**src/rtl/iomem_gpio.sv**
```systemverilog
// GPIO peripheral on the PicoSoC iomem bus: per-bit output enable, synchronised inputs,
// atomic set/clear/toggle of the output register and a maskable rising-edge interrupt.
module iomem_gpio #(
    parameter int         NGPIO       = 8,
    parameter logic [7:0] BASE_HI     = 8'h03,
    parameter int         SYNC_STAGES = 2
) (
    input  logic             clk,
    input  logic             reset,
    input  logic             iomem_valid,
    output logic             iomem_ready,
    input  logic [3:0]       iomem_wstrb,
    input  logic [31:0]      iomem_addr,
    input  logic [31:0]      iomem_wdata,
    output logic [31:0]      iomem_rdata,
    input  logic [NGPIO-1:0] gpio_in,
    output logic [NGPIO-1:0] gpio_out,
    output logic [NGPIO-1:0] gpio_oe,
    output logic             irq
);

    localparam logic [2:0] W_OUT  = 3'd0;
    localparam logic [2:0] W_DIR  = 3'd1;
    localparam logic [2:0] W_IN   = 3'd2;
    localparam logic [2:0] W_SET  = 3'd3;
    localparam logic [2:0] W_CLR  = 3'd4;
    localparam logic [2:0] W_TGL  = 3'd5;
    localparam logic [2:0] W_IEN  = 3'd6;
    localparam logic [2:0] W_STAT = 3'd7;

    logic                              ready_reg;
    logic [31:0]                       rdata_reg, rdata_next;
    logic [NGPIO-1:0]                  out_reg, out_next;
    logic [NGPIO-1:0]                  dir_reg, dir_next;
    logic [NGPIO-1:0]                  ien_reg, ien_next;
    logic [NGPIO-1:0]                  stat_reg, stat_next;
    logic [SYNC_STAGES-1:0][NGPIO-1:0] sync_reg;
    logic [NGPIO-1:0]                  prev_reg;
    logic [NGPIO-1:0]                  sync_in, edge_det;

    logic        hit, is_write, in_map;
    logic [2:0]  word;
    logic [31:0] lane_mask;
    logic [NGPIO-1:0] wmask, wbits;
    logic        unused_ok;

    generate
        for (genvar gi = 0; gi < 4; gi++) begin : g_lane
            assign lane_mask[8*gi +: 8] = {8{iomem_wstrb[gi]}};
        end
    endgenerate

    // The ready gate makes a held valid re-trigger only every other cycle.
    assign hit      = iomem_valid && !ready_reg && (iomem_addr[31:24] == BASE_HI);
    assign is_write = |iomem_wstrb;
    assign in_map   = (iomem_addr[7:5] == 3'b000);
    assign word     = iomem_addr[4:2];
    assign wmask    = lane_mask[NGPIO-1:0];
    assign wbits    = iomem_wdata[NGPIO-1:0] & wmask;

    assign sync_in  = sync_reg[SYNC_STAGES-1];
    assign edge_det = sync_in & ~prev_reg;

    assign unused_ok = ^{iomem_addr[23:8], iomem_addr[1:0], iomem_wdata, lane_mask};

    always_comb begin
        out_next   = out_reg;
        dir_next   = dir_reg;
        ien_next   = ien_reg;
        stat_next  = stat_reg | edge_det;
        rdata_next = '0;
        if (hit && in_map) begin
            if (is_write) begin
                case (word)
                    W_OUT:   out_next  = (out_reg & ~wmask) | wbits;
                    W_DIR:   dir_next  = (dir_reg & ~wmask) | wbits;
                    W_SET:   out_next  = out_reg | wbits;
                    W_CLR:   out_next  = out_reg & ~wbits;
                    W_TGL:   out_next  = out_reg ^ wbits;
                    W_IEN:   ien_next  = (ien_reg & ~wmask) | wbits;
                    // A fresh edge on a bit being cleared keeps it set.
                    W_STAT:  stat_next = (stat_reg & ~wbits) | edge_det;
                    default: ;
                endcase
            end else begin
                case (word)
                    W_OUT:   rdata_next[NGPIO-1:0] = out_reg;
                    W_DIR:   rdata_next[NGPIO-1:0] = dir_reg;
                    W_IN:    rdata_next[NGPIO-1:0] = sync_in;
                    W_IEN:   rdata_next[NGPIO-1:0] = ien_reg;
                    W_STAT:  rdata_next[NGPIO-1:0] = stat_reg;
                    default: ;
                endcase
            end
        end
    end

    always_ff @(posedge clk or posedge reset) begin
        if (reset) begin
            ready_reg <= 1'b0;
            rdata_reg <= '0;
            out_reg   <= '0;
            dir_reg   <= '0;
            ien_reg   <= '0;
            stat_reg  <= '0;
            sync_reg  <= '0;
            prev_reg  <= '0;
        end else begin
            ready_reg <= hit;
            rdata_reg <= rdata_next;
            out_reg   <= out_next;
            dir_reg   <= dir_next;
            ien_reg   <= ien_next;
            stat_reg  <= stat_next;
            sync_reg  <= {sync_reg[SYNC_STAGES-2:0], gpio_in};
            prev_reg  <= sync_in;
        end
    end

    assign iomem_ready = ready_reg;
    assign iomem_rdata = rdata_reg;
    assign gpio_out    = out_reg;
    assign gpio_oe     = dir_reg;
    assign irq         = |(stat_reg & ien_reg);

endmodule

```
**config.mk**
```make
export PLATFORM = sky130hd
export DESIGN_NAME = iomem_gpio
export DESIGN_NICKNAME = d
export VERILOG_FILES = /design/src/rtl/iomem_gpio.sv
export SDC_FILE = /design/constraint.sdc
export NUM_CORES = 1
export LEC_CHECK = 0
export CORE_ASPECT_RATIO = 1.1
export CORE_MARGIN = 5
export CORE_UTILIZATION = 46
export DETAILED_ROUTE_END_ITERATION = 8
export HOLD_SLACK_MARGIN = 0.06
export PLACE_DENSITY = 0.85
export SKIP_CTS_REPAIR_TIMING = 1
export SLEW_MARGIN = 20
export SYNTH_ARGS = -nofsm -noshare
export SYNTH_HDL_FRONTEND = slang
export SYNTH_SLANG_ARGS = --single-unit
```
**constraint.sdc**
```tcl
create_clock -name clk -period 3.8 [get_ports clk]
set_input_delay 0.95 -clock clk [delete_from_list [all_inputs] [get_ports clk]]
set_output_delay 0.95 -clock clk [all_outputs]
set_load 0.02 [all_outputs]
```
[Word level (Yosys, flattened, before mapping)]
Cells that the tools add are included.
Cells by class
  equality and inequality tests: 8
  multiplexer cells: 7
  bitwise operators: 18
  reduce and logical (&&, ||, !) cells: 12
Operators with widths (number)
  bitwise AND 8 bit: 8
  OR 8 bit: 6
  two-way mux 8 bit: 5
  one-hot mux 8 bit (5 select lines): 1
  one-hot mux 8 bit (4 select lines): 1
  inverter 8 bit: 3
  equality test 3 bit (second input constant): 4
  AND reduction 3 bit: 3
  equality test 8 x 2 -> 1 bit (second input constant): 1
  OR reduction 8 bit: 1
  XOR 8 bit: 1
  equality test 3 x 2 -> 1 bit (second input constant): 2
  zero test 3 bit: 2
  nonzero test 4 bit: 1
  OR reduction 4 bit: 1
  equality test 3 x 1 -> 1 bit (second input constant): 1
  logical AND 1 bit: 3
  zero test 1 bit: 1
Storage, ports and cells
  bits in registers: 65
  output and inout bits: 50
  word-level logic and storage cells: 54

[Longest topological paths before layout]
  word-level depth: 7
  gate-level depth with buffers: 8
  mapped depth without buffers: 6

[Least setup slack after synthesis]
Ideal clock, no wire load.
  kind: input to register
  start point: in iomem_addr[27]
  end point: reg with a tool-made name
  arrival: 2.263 ns
  required time: 3.675 ns
  setup slack: 1.412 ns
  cell stages on the path: 4
  buffers on the path: 0
  cells stage by stage: nor4_4 -> nand4_2 -> nor4b_4 -> mux2_2
RTL lines
  start: declaration: line 13  | input logic [31:0] iomem_addr,

[Worst setup path in the final report]
  start point: in iomem_addr[3]
  end point: reg rdata_reg[5] (netlist: iomem_rdata[5])
On the way
  cells in the longest elaborated chain, start to end: 4
  elaborated cells between the ends (all ways): 8
RTL lines
  equality test 3 bit, or another cell as far along: line 86  | case (word)
  one-hot mux 8 bit (5 select lines) (*): line 86
  two-way mux 8 bit (*): line 73  | if (is_write) begin
  two-way mux 8 bit (*): line 72  | if (hit && in_map) begin
  net rdata_next[5]: line 32  | logic [31:0] rdata_reg, rdata_next;
  end signal: assignment: line 110  | rdata_reg <= rdata_next;
  end: declaration: line 32
Mark *: on every way through the listed nets, which the timed path passes. The rest lies on a longest branch.
A chain may end at the register's enable or synchronous reset.

==> impl_results.md <==
* Status: finished, final reports clean
* Antenna Nets Post-Route at 0
* P_leak at 1.70 nW
* Area leader, netlist: dfrtp_1
* Hold Path Cell Cnt at 0
* Final count of hold timing violations at 0
* First-pass GRT wire length at between 10 and 15 mm
* Most common cell after layout, fill and taps aside: dfrtp_1
* CTS Sinks at 65
* Max-slew headroom at 0.414
* Post-Syn Area per Cell at 11.3 um2
* Worst-path maximum fanout at 12
* CTS tree: done
* Core region area at around 6600 um2
* Avg WL per Cell at 16.5 um
* Psw at 0.349 mW
* Residual DRC count at 0
* R2r setup slk at 1.84 ns
* DR vias at 2,230
* Total design power at 1.41 mW
* Minimum clock period at 2.77 ns
* Die area at 8490 um2
* Startpoint types: input pin
* R2R depth at 4
* Post-synthesis cell type count at 36
* Final std cells w/o fill at 429
* Clock root buffer master: clkbuf_8
* Synth Area in Compound Gates at 0.146
* Tcrit/Tclk final at 0.729
* Number of global-route vias before repair at 2,334
* DRT Wirelength at 7.09 mm
* Setup violators final at 0
* Nets at 430
* Synth top area share at 0.524
* Placed Cells at 414
* H-tree depth at 3
* Clock Pin Slew Worst Setup and Hold Paths at 0.07 ns
* Simple-gate share of the synthesized area at 0.105
* Slew @ Worst Pin at just under 0.9 ns
* Setup tns final at 0 ns
* Clock skew at between 0.005 and 0.006 ns
* Post-synthesis adder-cell area fraction at 0.0322
* Synthesized area at 3100 um2
* Vias per cell at 5.20
* # rows at 31
* Worst Setup End Kind: register
* Power Density at around 360 nW/um2
* Tot GR Track Use at 0.178
* Slew Limit Fails at 0
* Initial core utilization at 0.471
* Gate power share at 0.100
* GPL Wtd Cong at 0.862
* Critical path arrival at 3.00 ns
* Sequential fraction of the synthesis area at 0.524
* Longest Clk Path Bufs at 2
* Die Ht at between 90 and 100 um
* Number of max-cap violations at 0
* PortBufs at 62
* Hold Path Sink: sync_in[7]$_DFF_PP0_
* ANT cells at 0
* Achievable clock frequency at 361 MHz
* Commonest non-fill, non-tap cells in the layout: 65 x dfrtp_1, 62 x clkdlybuf4s50_1, 24 x conb_1, 18 x nor2_1, 18 x o21ai_0
* Area grow syn2layout at 26.5%
* Reg2reg start: iomem_ready$_DFF_PP0_
* Register share of total power at 0.506
* RSZ-0062 raised after global routing: no
* Yosys warning total at 0
* Die width at 88.3 um
* Hold_sp: sync_reg[7]$_DFF_PP0_
* Maximum VDD drop at 0.205 mV
* Pin count of the biggest net entering global routing at 66
* Layout cells sized above 1 at 0.130
* Initial antenna violation count at 0
* Fillcell total at between 500 and 600
* Drt first pass iters at 4
* Post-synthesis register bit count at 65
* Largest family of logic cells by synthesized area: compound AO/OA/AOI/OAI gates
* WS Path Type: in2reg
* Synth Area in XOR/XNOR at 0
* Total congestion overflow at 0
* Sw Share at 0.248
* Mux cell area share after synthesis at 0.100
* Worst skew pair latency at roughly 0.34 ns
* Worst endpoint required time at 4.03 ns
* DRT iter0 DRCs at between 100 and 150
* HPWL Detailed at 5.07 mm
* Clock power frac at 0.394
* Largest cells by area after synthesis: dfrtp_1 52%, buf_4 5.8%, mux2_2 5.8%
* Cell-internal power at 1.06 mW
* Hold crit path type: reg2reg
* CTS Buf Count at 9
* Ports at ~130
* Syn Inst Count at 275
-- power groups by stage --
stage               Sequential, mW  Combinational, mW  Clock (mW)
floorplan                    0.722             0.0978           0
global placement             0.723              0.137           0
detailed placement           0.724              0.141           0
CTS                          0.711              0.142       0.566
global route                 0.712              0.156       0.600
finish                       0.711              0.141       0.553
-- per-stage QoR --
step / hold WS, ns / setup slack [ns] / instance area, um2 / utilization
detailed placement: 0.335 / 0.710 / 3740 / 0.568
global route: 0.355 / 0.927 / 3930 / 0.595
finish: 0.348 / 1.03 / 3930 / 0.595
floorplan: 0.331 / 1.22 / 3190 / -
global placement: 0.334 / 0.743 / 3740 / 0.568
CTS: 0.350 / 1.05 / 3930 / 0.595
-- final cells by class --
cell class                      instances  area [um2]  share of cell area
Clock buffer                            9         124              0.0315
Clock inverter                          6        60.1              0.0153
Inverter                               14        52.6              0.0134
Multi-Input combinational cell        183        1280               0.326
Sequential cell                        65        1630               0.414
Tap cell                               82         103              0.0261
Timing Repair Buffer                   70         681               0.173
-- cells in the mapped netlist --
master and instances:
nand2_1 10, buf_2 4, a31oi_1 3, and4b_1 1, dfrtp_1 65, nor3_4 1, a21boi_0 8, nor4b_4 1
o2bb2ai_1 8, nor3_1 2, nand2b_1 2, ha_1 8, a211o_1 1, clkbuf_1 5, nor2b_1 3, clkbuf_2 1
and3_1 1, nor3b_1 1, nand4_1 10, a211oi_1 3, a21oi_1 13, nor2_1 18, buf_4 24, nor4_4 1
or4_1 1, buf_1 2, inv_1 14, mux2i_1 13, nand4_2 1, o21ai_0 18, conb_1 1, a2111oi_4 1
or3_1 1, and2_1 1, mux2_2 16, a22oi_1 12
-- routing by layer --
metal | vias up | GRT usage | wire length (um)
met5 | - | 0 | 0
met4 | 0 | 0.0970 | 178
met3 | 14 | 0.0531 | 506
met2 | 79 | 0.295 | 3530
met1 | 1067 | 0.206 | 2880
li1 | 1070 | - | -
-- critical path: stages --
cell	delay, ns
clkdlybuf4s50_1	0.76
nor2b_1	0.31
a2111oi_4	0.65
a21boi_0	0.33
-- kinds of logic (layout without fill, tap and decap cells) --
group / count (synthesis) / after routing
buf+inv: 50 / 99
other cells: 1 / 24
mux: 29 / 29
simple gates: 55 / 55
flops: 65 / 65
fa+ha+maj: 8 / 8
compound gates: 67 / 67
-- worst max path at each step --
stage | cells after the start | start | slack (ns) | endpoint
6_report | 4 | iomem_addr[3] | 1.03 | iomem_rdata[5]$_DFF_PP0_
5_1_grt | 4 | iomem_addr[3] | 0.93 | iomem_rdata[5]$_DFF_PP0_
4_1_cts | 4 | iomem_addr[3] | 1.05 | iomem_rdata[5]$_DFF_PP0_
3_5_place_dp | 5 | iomem_addr[27] | 0.71 | register
3_3_place_gp | 5 | iomem_addr[27] | 0.74 | register
2_1_floorplan | 1 | reset | 1.22 | asynchronous set/reset pin
Power figures use the tool's default switching activity.
